===== src/rtl/regfile_dump.sv =====
// rtl/regfile_dump.sv - walks every register address and streams {addr, data} over valid/ready.
// Optional REGDUMP_CHECKSUM_EN adds a running modulo-2^DATA_W sum of the streamed words.
module regfile_dump #(
  parameter int NUM_REGS = 32,
  parameter int ADDR_W   = 5,
  parameter int DATA_W   = 32
) (
  input  logic              clk,
  input  logic              reset,
  input  logic              start,
  output logic [ADDR_W-1:0] rd_addr,
  input  logic [DATA_W-1:0] rd_data,
  output logic              out_valid,
  input  logic              out_ready,
  output logic [ADDR_W-1:0] out_addr,
  output logic [DATA_W-1:0] out_data,
  output logic              busy,
  output logic              done
`ifdef REGDUMP_CHECKSUM_EN
  ,
  output logic [DATA_W-1:0] checksum,
  output logic              checksum_valid
`endif
);

  typedef enum logic [1:0] {
    S_IDLE = 2'd0,
    S_LOAD = 2'd1,
    S_SEND = 2'd2,
    S_DONE = 2'd3
  } state_t;

  localparam logic [ADDR_W-1:0] LAST_ADDR = ADDR_W'(NUM_REGS - 1);

  state_t            state_q, state_d;
  logic [ADDR_W-1:0] ptr_q, ptr_d;
  logic              out_valid_q, out_valid_d;
  logic [ADDR_W-1:0] out_addr_q, out_addr_d;
  logic [DATA_W-1:0] out_data_q, out_data_d;

`ifdef REGDUMP_CHECKSUM_EN
  logic [DATA_W-1:0] csum_q, csum_d;
  logic              csum_valid_q, csum_valid_d;
`endif

  always_ff @(posedge clk or posedge reset) begin
    if (reset) begin
      state_q     <= S_IDLE;
      ptr_q       <= '0;
      out_valid_q <= 1'b0;
      out_addr_q  <= '0;
      out_data_q  <= '0;
`ifdef REGDUMP_CHECKSUM_EN
      csum_q       <= '0;
      csum_valid_q <= 1'b0;
`endif
    end else begin
      state_q     <= state_d;
      ptr_q       <= ptr_d;
      out_valid_q <= out_valid_d;
      out_addr_q  <= out_addr_d;
      out_data_q  <= out_data_d;
`ifdef REGDUMP_CHECKSUM_EN
      csum_q       <= csum_d;
      csum_valid_q <= csum_valid_d;
`endif
    end
  end

  always_comb begin
    state_d     = state_q;
    ptr_d       = ptr_q;
    out_valid_d = out_valid_q;
    out_addr_d  = out_addr_q;
    out_data_d  = out_data_q;
    busy        = 1'b1;
    done        = 1'b0;
`ifdef REGDUMP_CHECKSUM_EN
    csum_d       = csum_q;
    csum_valid_d = csum_valid_q;
`endif
    case (state_q)
      S_IDLE: begin
        busy = 1'b0;
        if (start) begin
          ptr_d   = '0;
          state_d = S_LOAD;
`ifdef REGDUMP_CHECKSUM_EN
          csum_d       = '0;
          csum_valid_d = 1'b0;
`endif
        end
      end
      // ptr has been stable for the whole cycle, so the async read data is safe to capture here.
      S_LOAD: begin
        out_data_d  = rd_data;
        out_addr_d  = ptr_q;
        out_valid_d = 1'b1;
        state_d     = S_SEND;
      end
      S_SEND: begin
        if (out_valid_q && out_ready) begin
          out_valid_d = 1'b0;
`ifdef REGDUMP_CHECKSUM_EN
          csum_d = csum_q + out_data_q;
`endif
          if (ptr_q == LAST_ADDR) begin
            state_d = S_DONE;
`ifdef REGDUMP_CHECKSUM_EN
            csum_valid_d = 1'b1;
`endif
          end else begin
            ptr_d   = ptr_q + ADDR_W'(1);
            state_d = S_LOAD;
          end
        end
      end
      S_DONE: begin
        done    = 1'b1;
        state_d = S_IDLE;
      end
      default: begin
        state_d = S_IDLE;
      end
    endcase
  end

  assign rd_addr   = ptr_q;
  assign out_valid = out_valid_q;
  assign out_addr  = out_addr_q;
  assign out_data  = out_data_q;
`ifdef REGDUMP_CHECKSUM_EN
  assign checksum       = csum_q;
  assign checksum_valid = csum_valid_q;
`endif

endmodule

===== config.mk =====
export PLATFORM = sky130hd
export DESIGN_NAME = regfile_dump
export DESIGN_NICKNAME = d
export VERILOG_FILES = /design/src/rtl/regfile_dump.sv
export SDC_FILE = /design/constraint.sdc
export NUM_CORES = 1
export LEC_CHECK = 0
export CORE_ASPECT_RATIO = 1.1
export CORE_MARGIN = 8
export CORE_UTILIZATION = 45
export DETAILED_ROUTE_END_ITERATION = 7
export PLACE_DENSITY = 0.85
export RECOVER_POWER = 25
export SLEW_MARGIN = 20
export SYNTH_ARGS = -nofsm -noshare
export SYNTH_HDL_FRONTEND = slang
export SYNTH_SLANG_ARGS = --single-unit

===== constraint.sdc =====
create_clock -name clk -period 4.23 [get_ports clk]
set_clock_uncertainty 0.15 [all_clocks]
set_input_delay 0.846 -clock clk [delete_from_list [all_inputs] [get_ports clk]]
set_output_delay 0.846 -clock clk [all_outputs]
set_load 0.01 [all_outputs]

==> flow_summary.toml <==
[setup_path]
type_of_the_worst_setup_path = "reg2out"
timing.critical_path.fanout_max = 17
rrSetupSlack_ps = 1850
r2r-start = "state_q[1]$_DFFE_PP0P_"
critical_path_arrival_ps = 1690
worst_ep_required_time_ps = 3230
r2r-end = "out_data[23]$_DFFE_PP0P_"
timing.critical_path.to_type = "primary output"
startpoint_type = "flop"
reg2regPathDepth = 3

[synthesis]
synth_area_per_cell_um2 = 15.2
synth.cell_area_um2 = 1930
yosys.cell_types.count = 25
synth-seq-area-share_pct = 58.3
cell_types_occupying_the_most_area_after_synthesis = "sky130_fd_sc_hd__dfrtp_1 (58%), sky130_fd_sc_hd__mux2_4 (15%), sky130_fd_sc_hd__mux2_2 (10%)"
synth_cells = 127
postSynth.topFlopCell = "sky130_fd_sc_hd__dfrtp_1"
synth-edff-count = 0
synth_warnings = 0
synth_top_area_share_pct = 58.3
top_cell_type_by_total_area_after_synthesis = "sky130_fd_sc_hd__dfrtp_1"
synth-async-reset-ratio_pct = 100
ys_seq_elements = 45
syn-num-nets = 165

[layout]
finalNetCount = 249
commonest_cells_after_routing_fill_and_taps_aside = "sky130_fd_sc_hd__clkdlybuf4s50_1 (78), sky130_fd_sc_hd__dfrtp_1 (45), sky130_fd_sc_hd__mux2_4 (19)"
most_frequent_standard_cell_in_the_layout_excluding_fill_and_tap_cells = "sky130_fd_sc_hd__clkdlybuf4s50_1"
ff_latch_area_um2 = 1130
area_growth_pct = 46.5
drive_gt1_share_pct = 23.3
ant_diodes = 0
multi_input_area_um2 = 742
final_cell_area_um2 = 2830
num-fill-cells = 334
post_layout_nonfiller_instances = 264

[floorplan]
die_width_um = 78.5
chip_height_um = 84.7
core_area_um2 = 4220
floorplan.die_area_um2 = 6650
starting_density_of_the_core_pct = 45.8
row_count = 25
io_pins = 81

[detailed_routing]
drtPass1Iterations = 4
drcViolationCount = 0
drt_iter0_drc = 62
routedWlPerCell_um = 17.4
vias = 1341
drt-vias-per-instance = 5.08
route.final.wire_length_mm = 4.60
drt.antenna.violating_nets = 0

[pwr]
power.density_nw_per_um2 = 692
total_power_w = 0.00196
seqPwrFrac_pct = 38.6
max-vdd-ir-drop_mv = 0.377
total_switching_power_w = 0.000609
switching_share_pct = 31.1
power.share.clock_pct = 12.1
internal_power_w = 0.00135
comb_power_share_pct = 49.3
leakagePower_nw = 1.22

[timing]
pins_over_their_slew_limit = 0
timing.fmax_mhz = 372
setup_tns_ps = 0
period_share_pct = 63.5
worst_pin_slew_ps = 964
final.min_clock_period_ps = 2690
rsz0062_at_grt = "false"
final_hold_viol_count = 0
max-slew-margin-rel_pct = 35.6
setup_violations = 0

[status]
run_status = "finished clean"

[placed_design]
gp_routability_congestion = 0.788
numPortBuffers = 80
place.detailed.hpwl_mm = 3.47
place.detailed.instances = 258
dpl_cell_area_um2 = 2760

[clocking]
root_buffer = "sky130_fd_sc_hd__clkbuf_8"
ctsHtreeMaxLevel = 2
cts-resized-gates = 0
cts_setup_buffers = 0
cts.sinks = 45
clkSlewWorstSetupHoldPaths_ps = 70
numCtsBuffers = 5
ctsLongestPathBuffers = 2
cts_tree = "built"
cts-hold-fix-buffers = 0
clock_latency_ps = 280

[global_routing]
grt_pass1_vias = 1369
grt.total_usage_pct = 14.0
grt_overflow_total = 0
grt_max_degree = 46
grt_first_pass_wirelength_mm = 7.31
antenna_found_initial = 0

[hold_path]
min_to = "out_data[24]$_DFFE_PP0P_"
hold_path_startpoint = "out_data[24]$_DFFE_PP0P_"
timing.hold.worst_path_depth = 1
hold_path_class = "reg2reg"

[run]
cap_violations = 0
[worst max-delay path: stages (launching register included)]
cell and delay (ps):
sky130_fd_sc_hd__dfrtp_1 570, sky130_fd_sc_hd__or2_2 360, sky130_fd_sc_hd__clkdlybuf4s50_1 480
[metal layers]
metal	global-route usage (%)	part of all wire, %
met5	0	0
met4	6.58	1.2
met3	3.85	7.3
met2	21.9	48
met1	17.2	43
[cells in the mapped netlist, drive strengths merged (2+ instances only)]
master and instances:
dfrtp 45, mux2 37, nand3 10, nand2 6
buf 4, a21oi 3, nand4b 3, ha 2
inv 2, nand2b 2, o21bai 2
[how the worst max path moves through the flow]
| stage | cells after the start | endpoint | start |
|---|---|---|---|
| global route | 2 | done | state_q[1]$_DFFE_PP0P_ |
| finish | 2 | busy | state_q[1]$_DFFE_PP0P_ |
| floorplan | 1 | out_addr[0]$_DFFE_PP0P_ | reset |
| global placement | 2 | busy | state_q[1]$_DFFE_PP0P_ |
| CTS | 2 | busy | state_q[1]$_DFFE_PP0P_ |
| detailed placement | 3 | out_data[23]$_DFFE_PP0P_ | state_q[1]$_DFFE_PP0P_ |
[power groups by stage]
stage | Sequential (W) | Combinational [W] | Clock [W]
6_report | 0.000756 | 0.000967 | 0.000237
2_1_floorplan | 0.000821 | 0.000454 | 0
3_3_place_gp | 0.000753 | 0.000960 | 0
4_1_cts | 0.000758 | 0.000987 | 0.000247
5_1_grt | 0.000782 | 0.00103 | 0.000263
3_5_place_dp | 0.000765 | 0.000984 | 0
[cell families (layout without fill, tap and decap cells)]
kind of cell    count (synthesis)  count (layout)  synth area share (%)
compound gates                  7               7                  2.39
fa+ha+maj                       2               2                  1.29
buf+inv                         7              90                  3.62
mux                            37              37                  25.2
simple gates                   29              29                  9.19
flops                          45              45                  58.3
[metrics by stage]
stage          setup slack [ps]  hold WS [ps]  utilization [%]
2_1_floorplan              2170           344                -
3_3_place_gp               1870           339             65.3
3_5_place_dp               1820           344             65.3
4_1_cts                    1530           362             67.1
5_1_grt                    1460           377             67.1
6_report                   1540           358             67.1
[registers in the layout, indices dropped and copies added (netlist names)]
register and flops:
rd_addr 5, out_data 32, out_valid 1, state_q 2
out_addr 5
[layout make-up]
cell class / count / share of cell area (%)
multi-input cells: 75 / 26.2
inverters: 2 / 0.265
flip-flops and latches: 45 / 39.8
well taps: 54 / 2.39
repair buffers: 82 / 28.8
clock inverters: 1 / 0.177
clock buffers: 5 / 2.43
Note: power is estimated with default switching activity, not from simulation.
==> patch: new RTL, same flow settings <==
Change the parameter `DATA_W` from 32 to 16.
--- a/src/rtl/regfile_dump.sv
+++ b/src/rtl/regfile_dump.sv
@@ -5,3 +5,3 @@
   parameter int ADDR_W   = 5,
-  parameter int DATA_W   = 32
+  parameter int DATA_W   = 16
 ) (
Ports: changed (resized out_data and rd_data); port bits go from 81 to 49. The function was not compared with the original's and may differ.
==> patch against the original RTL <==
Synthesized area shrank 35%. Count of clock-buffer cells in the layout grew 1. Power shrank 41%. Largest power group unchanged. Routed wire length shrank 37%. Cell area shrank 36%. Sequential cell count shrank 16. Worst setup slack gained 0.0038 ns. Die area shrank 28%. First-iteration DRC count shrank 71%. Sequential power shrank 38%.
==> patch: results (changes against the original RTL) <==
| Metric | Value |
|---|---|
| Status | `finished, final reports clean` |
| Worst r2r src | `rd_addr[0]` |
| Max FFs per register | `16 (-50%)` |
| Post-Synth Adder-Cell Area | `1.980% (+0.69 points)` |
| Synth Area in Compound Gates | `4.752% (+2.4 points)` |
| Reg2reg path depth | `6 (+3)` |
| First-pass GRT wire length | `4774 um (-35%)` |
| Clk tree area frac | `2.837% (+0.23 points)` |
| Clock power share | `13.6% (+1.5 points)` |
| Clk_lat worst skew | `0.33 ns (+0.05 ns)` |
| DRT iter0 DRCs | `18 (-71%)` |
| Placer Congestion | `0.8280 (+5.1%)` |
| Routed wl met2 | `1499 um (-33%)` |
| Tap cells | `33 (-39%)` |
| Register area share after synthesis | `57.43% (-0.83 points)` |
| VDD IR max | `0.3778 mV (+0.27%)` |
| PwrDens | `643.8 nW/um^2 (-7.0%)` |
| Area occupied by multi-input gates | `501.7 sq um (-32%)` |
| GRT Overall Usage | `13.34% (-0.64 points)` |
| Hold path start | `out_addr[4]` |
| Share of cells above drive strength 1 | `24.14% (+0.80 points)` |
| Synth Warn # | `0 (unchanged)` |
| R2R setup slack | `2.08 ns (+0.23 ns)` |
| Yosys cell types | `29 (+16%)` |
| Clock-pin slew on the worst setup and hold paths | `0.09 ns (+0.02 ns)` |
| Cells after Synth | `93 (-27%)` |
| IO Port Bufs | `48 (-40%)` |
| DR vias/cell | `5.275 (+3.9%)` |
| Main area contributors after synthesis | `dfrtp_1 (57%), mux2_2 (18%), ha_1 (2.0%)` |
| Comb pwr | `533 uW (-45%)` |
| Multi-input comb cells | `58 (-23%)` |
| Clock Buffer Count | `6 (+1)` |
| Bufs w/o clock | `48 (-41%)` |
| Synth top area share | `57.43% (-0.83 points)` |
| Hold Slack | `0.3609 ns (+0.002510 ns)` |
| Sw frac | `33.16% (+2.1 points)` |
| Leak pwr | `0.0007894 uW (-36%)` |
| Mux share of post-synthesis cell area | `20.30% (-4.9 points)` |
| Max FO, Critical Path | `13 (-4)` |
| Wl on met1 | `1064 um (-46%)` |
| Top post-synthesis cells by count | `dfrtp_1 (29), mux2_2 (20), nand2_1 (5), nand3_1 (5)` |
| Wire per inst | `16.29 um (-6.6%)` |
| Routed WL | `2899 um (-37%)` |
| Non-clock buffer share | `26.57% (-2.2 points)` |
| Filler Cell Count | `220 (-34%)` |
| Hold EP | `out_addr[4]` |
| Seq/total area | `40.14% (+0.39 points)` |
| Vias in the first global route | `987 (-28%)` |
| Nets | `166 (-33%)` |
| Dpl cell area | `1752 sq um (-37%)` |
| Post-synthesis net count | `115 (-30%)` |
| Post-synthesis async set-or-reset flop share | `100.0% (unchanged)` |
| Largest net degree at the start of global routing | `30 (-35%)` |
| Met3 wire length | `278 um (-17%)` |
| Rel. slew slack | `29.60% (-6.0 points)` |
| CTS root buf | `clkbuf_4` |
| Reg-to-reg endpoint | `rd_addr[3]` |
| Synthesis-stage register bit count | `29 (-36%)` |
## patch: changes by cell type in the layout (fill, tap and decap cells not counted), moves of 3 or more
cell / before / now
clkbuf_8: 5 / 0
nand4b_1: 3 / 0
clkbuf_4: 0 / 5
mux2_4: 19 / 0
clkdlybuf4s50_1: 78 / 47
nand3_1: 10 / 5
dfrtp_1: 45 / 29
## patch: worst max-delay path by stage
stage | to | depth (start not counted) | start | slack [ns]
floorplan | rd_addr[3] | 6 | rd_addr[0] | 2.19
global placement | rd_addr[3] | 4 | out_ready | 1.91
detailed placement | rd_addr[3] | 4 | out_ready | 1.86
CTS | busy | 2 | state_q[1] | 1.55
global route | busy | 2 | state_q[1] | 1.47
finish | busy | 2 | state_q[1] | 1.55
## patch: per-layer routing
layer  track usage, %  vias up
met4            6.413        0
met5                0        -
li1                 -      435
met2            20.95       34
met3            8.112        7
met1            13.58      463
## patch: worst max-delay path: stages, from the launching register on
cell and delay (ns):
dfrtp_1 0.54, or2_2 0.33, clkdlybuf4s50_1 0.48
